===== config.mk =====
export PLATFORM = sky130hd
export DESIGN_NAME = lane_fifo_bank
export DESIGN_NICKNAME = d
export VERILOG_FILES = /design/src/rtl/lane_fifo_pkg.sv /design/src/rtl/lane_fifo.sv /design/src/rtl/lane_fifo_bank.sv
export SDC_FILE = /design/constraint.sdc
export NUM_CORES = 1
export LEC_CHECK = 0
export CAP_MARGIN = 5
export CORE_ASPECT_RATIO = 0.7
export CORE_UTILIZATION = 49
export DETAILED_ROUTE_END_ITERATION = 8
export PLACE_DENSITY = 0.78
export SYNTH_ARGS = -nofsm -noshare
export SYNTH_HDL_FRONTEND = slang
export SYNTH_SLANG_ARGS = --single-unit
export TNS_END_PERCENT = 100

===== constraint.sdc =====
create_clock -name aclk -period 2.7 [get_ports aclk]
set_clock_uncertainty 0.05 [all_clocks]
set_input_delay 0.405 -clock aclk [delete_from_list [all_inputs] [get_ports aclk]]
set_output_delay 0.405 -clock aclk [all_outputs]
set_load 0.005 [all_outputs]

===== src/rtl/lane_fifo_pkg.sv =====
// Shared definitions for the four-lane FIFO bank that sits behind the layer-1 demux.
package lane_fifo_pkg;

   localparam int NUM_LANES  = 4;
   localparam int DATA_W_DEF = 8;
   localparam int DEPTH_DEF  = 4;

   // Pointer width; a depth of 1 would still need one bit to index storage.
   function automatic int ptr_w(input int depth);
      return (depth > 1) ? $clog2(depth) : 1;
   endfunction

   // One extra bit so that a count of exactly DEPTH is representable.
   function automatic int cnt_w(input int depth);
      return ptr_w(depth) + 1;
   endfunction

   typedef struct packed {
      logic                  valid;
      logic [DATA_W_DEF-1:0] data;
   } lane_t;

endpackage


===== src/rtl/lane_fifo.sv =====
// Single-lane FIFO with registered pop data, occupancy flags and a sticky
// overflow/underflow error bit.
module lane_fifo
   import lane_fifo_pkg::*;
#(
   parameter int DATA_W    = DATA_W_DEF,
   parameter int DEPTH     = DEPTH_DEF,
   parameter int AF_THRESH = 3,
   parameter int AE_THRESH = 1
) (
   input  logic              aclk,
   input  logic              reset_L,
   input  logic              push,
   input  logic [DATA_W-1:0] din,
   input  logic              pop,
   output logic              valid_out,
   output logic [DATA_W-1:0] data_out,
   output logic              full,
   output logic              empty,
   output logic              almost_full,
   output logic              almost_empty,
   output logic              err
);

   localparam int PW = ptr_w(DEPTH);
   localparam int CW = cnt_w(DEPTH);
   localparam logic [CW-1:0] FULL_C = CW'(DEPTH);
   localparam logic [CW-1:0] AF_C   = CW'(AF_THRESH);
   localparam logic [CW-1:0] AE_C   = CW'(AE_THRESH);

   logic [DATA_W-1:0] mem [DEPTH];
   logic [PW-1:0]     wr_ptr_p0;
   logic [PW-1:0]     rd_ptr_p0;
   logic [CW-1:0]     count_p0;
   logic              vld_p1;
   logic [DATA_W-1:0] dout_p1;
   logic              err_p0;

   logic push_ok;
   logic pop_ok;
   logic overflow;
   logic underflow;

   // An empty FIFO never forwards the word pushed on the same edge, but a full
   // one accepts a push when a pop frees a slot on that edge.
   assign pop_ok    = pop && (count_p0 != '0);
   assign push_ok   = push && ((count_p0 != FULL_C) || pop_ok);
   assign overflow  = push && !push_ok;
   assign underflow = pop && (count_p0 == '0);

   // Storage is deliberately left out of reset.
   always_ff @(posedge aclk) begin
      if (push_ok) mem[wr_ptr_p0] <= din;
   end

   // Stage p0 -> p1: pointers, count, error and registered read port.
   always_ff @(posedge aclk) begin
      if (!reset_L) begin
         wr_ptr_p0 <= '0;
         rd_ptr_p0 <= '0;
         count_p0  <= '0;
         vld_p1    <= 1'b0;
         dout_p1   <= '0;
         err_p0    <= 1'b0;
      end else begin
         if (push_ok) wr_ptr_p0 <= wr_ptr_p0 + 1'b1;
         if (pop_ok)  rd_ptr_p0 <= rd_ptr_p0 + 1'b1;
         case ({push_ok, pop_ok})
            2'b10:   count_p0 <= count_p0 + 1'b1;
            2'b01:   count_p0 <= count_p0 - 1'b1;
            default: count_p0 <= count_p0;
         endcase
         vld_p1  <= pop_ok;
         dout_p1 <= pop_ok ? mem[rd_ptr_p0] : '0;
         err_p0  <= err_p0 | overflow | underflow;
      end
   end

   assign valid_out    = vld_p1;
   assign data_out     = dout_p1;
   assign err          = err_p0;
   assign full         = (count_p0 == FULL_C);
   assign empty        = (count_p0 == '0);
   assign almost_full  = (count_p0 >= AF_C);
   assign almost_empty = (count_p0 <= AE_C);

endmodule


===== src/rtl/lane_fifo_bank.sv =====
// Four independent lane FIFOs behind the layer-1 demux; this level only maps
// the flat per-lane ports onto lane_fifo instances.
module lane_fifo_bank
   import lane_fifo_pkg::*;
#(
   parameter int DATA_W    = DATA_W_DEF,
   parameter int DEPTH     = DEPTH_DEF,
   parameter int AF_THRESH = 3,
   parameter int AE_THRESH = 1
) (
   input  logic              aclk,
   input  logic              reset_L,
   input  logic              valid_in0,
   input  logic              valid_in1,
   input  logic              valid_in2,
   input  logic              valid_in3,
   input  logic [DATA_W-1:0] data_in0,
   input  logic [DATA_W-1:0] data_in1,
   input  logic [DATA_W-1:0] data_in2,
   input  logic [DATA_W-1:0] data_in3,
   input  logic              pop0,
   input  logic              pop1,
   input  logic              pop2,
   input  logic              pop3,
   output logic              valid_out0,
   output logic              valid_out1,
   output logic              valid_out2,
   output logic              valid_out3,
   output logic [DATA_W-1:0] data_out0,
   output logic [DATA_W-1:0] data_out1,
   output logic [DATA_W-1:0] data_out2,
   output logic [DATA_W-1:0] data_out3,
   output logic [3:0]        full,
   output logic [3:0]        empty,
   output logic [3:0]        almost_full,
   output logic [3:0]        almost_empty,
   output logic [3:0]        err
);

   logic [NUM_LANES-1:0] vin_a;
   logic [NUM_LANES-1:0] pop_a;
   logic [NUM_LANES-1:0] vout_a;
   logic [DATA_W-1:0]    din_a  [NUM_LANES];
   logic [DATA_W-1:0]    dout_a [NUM_LANES];

   assign vin_a    = {valid_in3, valid_in2, valid_in1, valid_in0};
   assign pop_a    = {pop3, pop2, pop1, pop0};
   assign din_a[0] = data_in0;
   assign din_a[1] = data_in1;
   assign din_a[2] = data_in2;
   assign din_a[3] = data_in3;

   for (genvar i = 0; i < NUM_LANES; i++) begin : g_lane
      lane_fifo #(
         .DATA_W   (DATA_W),
         .DEPTH    (DEPTH),
         .AF_THRESH(AF_THRESH),
         .AE_THRESH(AE_THRESH)
      ) u_fifo (
         .aclk        (aclk),
         .reset_L     (reset_L),
         .push        (vin_a[i]),
         .din         (din_a[i]),
         .pop         (pop_a[i]),
         .valid_out   (vout_a[i]),
         .data_out    (dout_a[i]),
         .full        (full[i]),
         .empty       (empty[i]),
         .almost_full (almost_full[i]),
         .almost_empty(almost_empty[i]),
         .err         (err[i])
      );
   end

   assign valid_out0 = vout_a[0];
   assign valid_out1 = vout_a[1];
   assign valid_out2 = vout_a[2];
   assign valid_out3 = vout_a[3];
   assign data_out0  = dout_a[0];
   assign data_out1  = dout_a[1];
   assign data_out2  = dout_a[2];
   assign data_out3  = dout_a[3];

endmodule


==> flow_metrics.env <==
export IMPL_syn_nets=620
export IMPL_rr_startpoint="g_lane[2].u_fifo.count_p0[0]$_SDFFE_PN0P_"
export IMPL_use_met3=0.0521
export IMPL_dieArea_um2=16900
export IMPL_maxCapViolCount=0
export IMPL_final_max_slew_viol_count=0
export IMPL_crit_type="reg -> out"
export IMPL_fp_dieH_um=109
export IMPL_cts_setup_buffers=0
export IMPL_coreArea_um2=15700
export IMPL_min_path_type="reg -> reg"
export IMPL_syn_cell_area_um2=8000
export IMPL_crit_chain="inv_1 -> ha_1 -> nor2_1 -> o21ai_0 -> clkdlybuf4s50_1"
export IMPL_vias=4369
export IMPL_power_leakage_nw=3.54
export IMPL_place_area_um2=9040
export IMPL_met2_usage=0.290
export IMPL_grt_overflow_total=0
export IMPL_setup_viol=0
export IMPL_die_w_um=155
export IMPL_synth_most_common_cell="edfxtp_1"
export IMPL_num_fill_cells=1160
export IMPL_drt_wirelength_per_cell_um=16.1
export IMPL_cts_sinks=196
export IMPL_synth_top_cells_by_count="edfxtp_1, dfxtp_1, inv_1"
export IMPL_netlist_area_leader_share=0.480
export IMPL_fin_crit_ns=2.35
export IMPL_initial_utilization=0.509
export IMPL_cts_made_buffers=17
export IMPL_clockBufferDepth=2
export IMPL_synth_edff_count=128
export IMPL_nets=706
export IMPL_tightest_slew_ns=0.645
export IMPL_r2r_cells=7
export IMPL_status="finished clean"
export IMPL_busiest_layer="met2"
export IMPL_grt_use_total=0.177
export IMPL_worst_setup_path_start_kind="flip-flop"
export IMPL_postRouteAntennaNets=0
export IMPL_gr_usage_met1=0.228
export IMPL_synth_seq_area_share=0.650
export IMPL_first_global_vias=4377
export IMPL_final_util=0.612
export IMPL_synth_seq_cells=196
export IMPL_relSlewSlack=0.570
export IMPL_num_rows=38
export IMPL_synth_ff_type="edfxtp_1"
export IMPL_io_pins=98
export IMPL_drt_wl_total_um=13800
export IMPL_grt_pass1_wl_um=22100
export IMPL_drc_errors=0
export IMPL_synth_area_per_cell_um2=14.9
export IMPL_dpl_hpwl_um=9680
export IMPL_grt_max_degree=19
export IMPL_ys_types=29
export IMPL_async_reset_ff_frac=0
export IMPL_area_growth_syn_to_layout_pct=20.4
export IMPL_critPathArrivalTime_ns=1.89
export IMPL_vdd_drop_max_mv=0.456
export IMPL_ctsHoldBuffers=0
export IMPL_h_tree_depth=4
export IMPL_critPathMaxStageDelay_ns=0.49
export IMPL_ys_warn_count=0
export IMPL_cts_resized=0
export IMPL_yosysTopAreaCell="edfxtp_1"
export IMPL_synth_area_leaders="edfxtp_1, dfxtp_1, mux4_2"
export IMPL_gp_congestion=0.757
export IMPL_clkLatencyLatePin_ns=0.43
export IMPL_crit_path_end_kind="primary output"
export IMPL_portBuffers=97
export IMPL_viasPerCell=5.10
export IMPL_reg2reg_slack_ns=0.61
export IMPL_cts_root_buffer="clkbuf_16"
export IMPL_powerDensity_nw_per_um2=888
export IMPL_diodes=0
export IMPL_clock_fmax_ghz=0.426
export IMPL_syn_inst=538
export IMPL_clkTransAtPathRegs_ns=0.07
export IMPL_first_pass_iters=4
export IMPL_min_period_over_period=0.870
export IMPL_hold_viol=0
export IMPL_grt_antenna_before_repair=0
export IMPL_drive_gt1_frac=0.102
export IMPL_hold_depth=1
export IMPL_critPathMaxFanout=8
export IMPL_final_cell_area_um2=9630
export IMPL_drtIter0Drc=258
export IMPL_hold_end="g_lane[2].u_fifo.err$_SDFF_PN0_"
export IMPL_cts_tree="done"
export IMPL_r2r_end="g_lane[2].u_fifo.count_p0[2]$_SDFFE_PN0P_"
export IMPL_required_ns=2.25
export IMPL_multiInputGateArea_um2=2400
export IMPL_slowest_stage="dfxtp_1"
export IMPL_register_area_um2=5200
export IMPL_setup_tns_ns=0
export IMPL_rsz0062_at_grt="false"
export IMPL_hp_start="g_lane[2].u_fifo.err$_SDFF_PN0_"
## flip-flops by register name, summed over array words and instances, names as in the netlist
name,count
g_lane.u_fifo.valid_out,4
g_lane.u_fifo.count_p0,12
g_lane.u_fifo.err,4
g_lane.u_fifo.mem,128
g_lane.u_fifo.data_out,32
g_lane.u_fifo.rd_ptr_p0,8
g_lane.u_fifo.wr_ptr_p0,8
## area by class of cell
class / instances / area share
clock buffers: 21 / 0.0500
multi-input cells: 264 / 0.249
clock inverters: 11 / 0.0117
well taps: 220 / 0.0286
inverters: 45 / 0.0175
repair buffers: 100 / 0.103
flip-flops and latches: 196 / 0.540
## cells by family (layout without fill, tap and decap cells)
| kind of cell | after synthesis | count (layout) | synth area share |
|---|---|---|---|
| buffers and inverters | 78 | 177 | 0.0502 |
| adders and majority gates | 40 | 40 | 0.0625 |
| AOI/OAI and AO/OA | 44 | 44 | 0.0344 |
| and+or+nand+nor | 128 | 128 | 0.0844 |
| muxes | 44 | 44 | 0.109 |
| DFF | 196 | 196 | 0.650 |
| xor gates and xnor gates | 8 | 8 | 0.00876 |
## placed cells by master (no fill, tap or decap), drive strengths merged, types with 4 or more instances in the layout
| master | synthesis | layout |
|---|---|---|
| a21oi | 12 | 12 |
| nor2b | 32 | 32 |
| a31oi | 4 | 4 |
| dfxtp | 68 | 68 |
| nand3 | 8 | 8 |
| a211oi | 4 | 4 |
| inv | 45 | 51 |
| ha | 40 | 40 |
| edfxtp | 128 | 128 |
| nor2 | 24 | 24 |
| o21a | 4 | 4 |
| clkbuf | 6 | 21 |
| xor2 | 8 | 8 |
| o32ai | 4 | 4 |
| o21ai | 12 | 12 |
| nand3b | 4 | 4 |
| mux2i | 12 | 12 |
| nand2 | 28 | 28 |
| or3 | 4 | 4 |
| nand2b | 8 | 8 |
| a22o | 4 | 4 |
| clkdlybuf4s50 | 0 | 97 |
| mux4 | 32 | 32 |
| and2 | 20 | 20 |
## stage by stage
stage,setup WS (ns),cells,hold slack (ns),power (mW)
global route,0.198,857,0.457,9.04
detailed placement,0.491,825,0.424,6.13
global placement,0.589,825,0.426,6.03
CTS,0.302,857,0.442,8.64
floorplan,0.957,538,0.407,5.43
finish,0.352,857,0.443,8.55
## worst max-delay path, delay by kind of cell, from the launching register on
family,cells,cell delay (ns)
AND/OR/NAND/NOR,1,0.07
buffers and inverters,2,0.58
AO/OA/AOI/OAI,1,0.11
adder cells (fa/ha/maj),1,0.21
flip-flops,1,0.49
## worst max path at each step
stage	cells after the start	startpoint	end	slack (ns)
final	5	g_lane[0].u_fifo.count_p0[2]$_SDFFE_PN0P_	almost_full[0]	0.35
after CTS	5	g_lane[2].u_fifo.count_p0[2]$_SDFFE_PN0P_	almost_full[2]	0.30
after global placement	3	pop1	g_lane[1].u_fifo.mem[0][5]$_DFFE_PP_	0.59
after floorplan	7	g_lane[0].u_fifo.count_p0[0]$_SDFFE_PN0P_	g_lane[0].u_fifo.count_p0[2]$_SDFFE_PN0P_	0.96
after detailed placement	3	reset_L	g_lane[2].u_fifo.count_p0[2]$_SDFFE_PN0P_	0.49
after global routing	5	g_lane[2].u_fifo.count_p0[2]$_SDFFE_PN0P_	almost_full[2]	0.20
## power by group
group          switching, mW  internal [mW]  total (mW)  leakage (nW)
Sequential             0.297           3.56        3.85          1.73
Combinational          0.984           1.22        2.20          1.52
Clock                   1.10           1.40        2.50         0.292
Total                   2.38           6.17        8.55          3.54
## layer usage
layer,routed length [um],part of all wire
met1,6440,0.47
met2,6650,0.48
met3,588,0.043
met4,115,0.0083
met5,0,0
(Power assumes the default switching activity.)
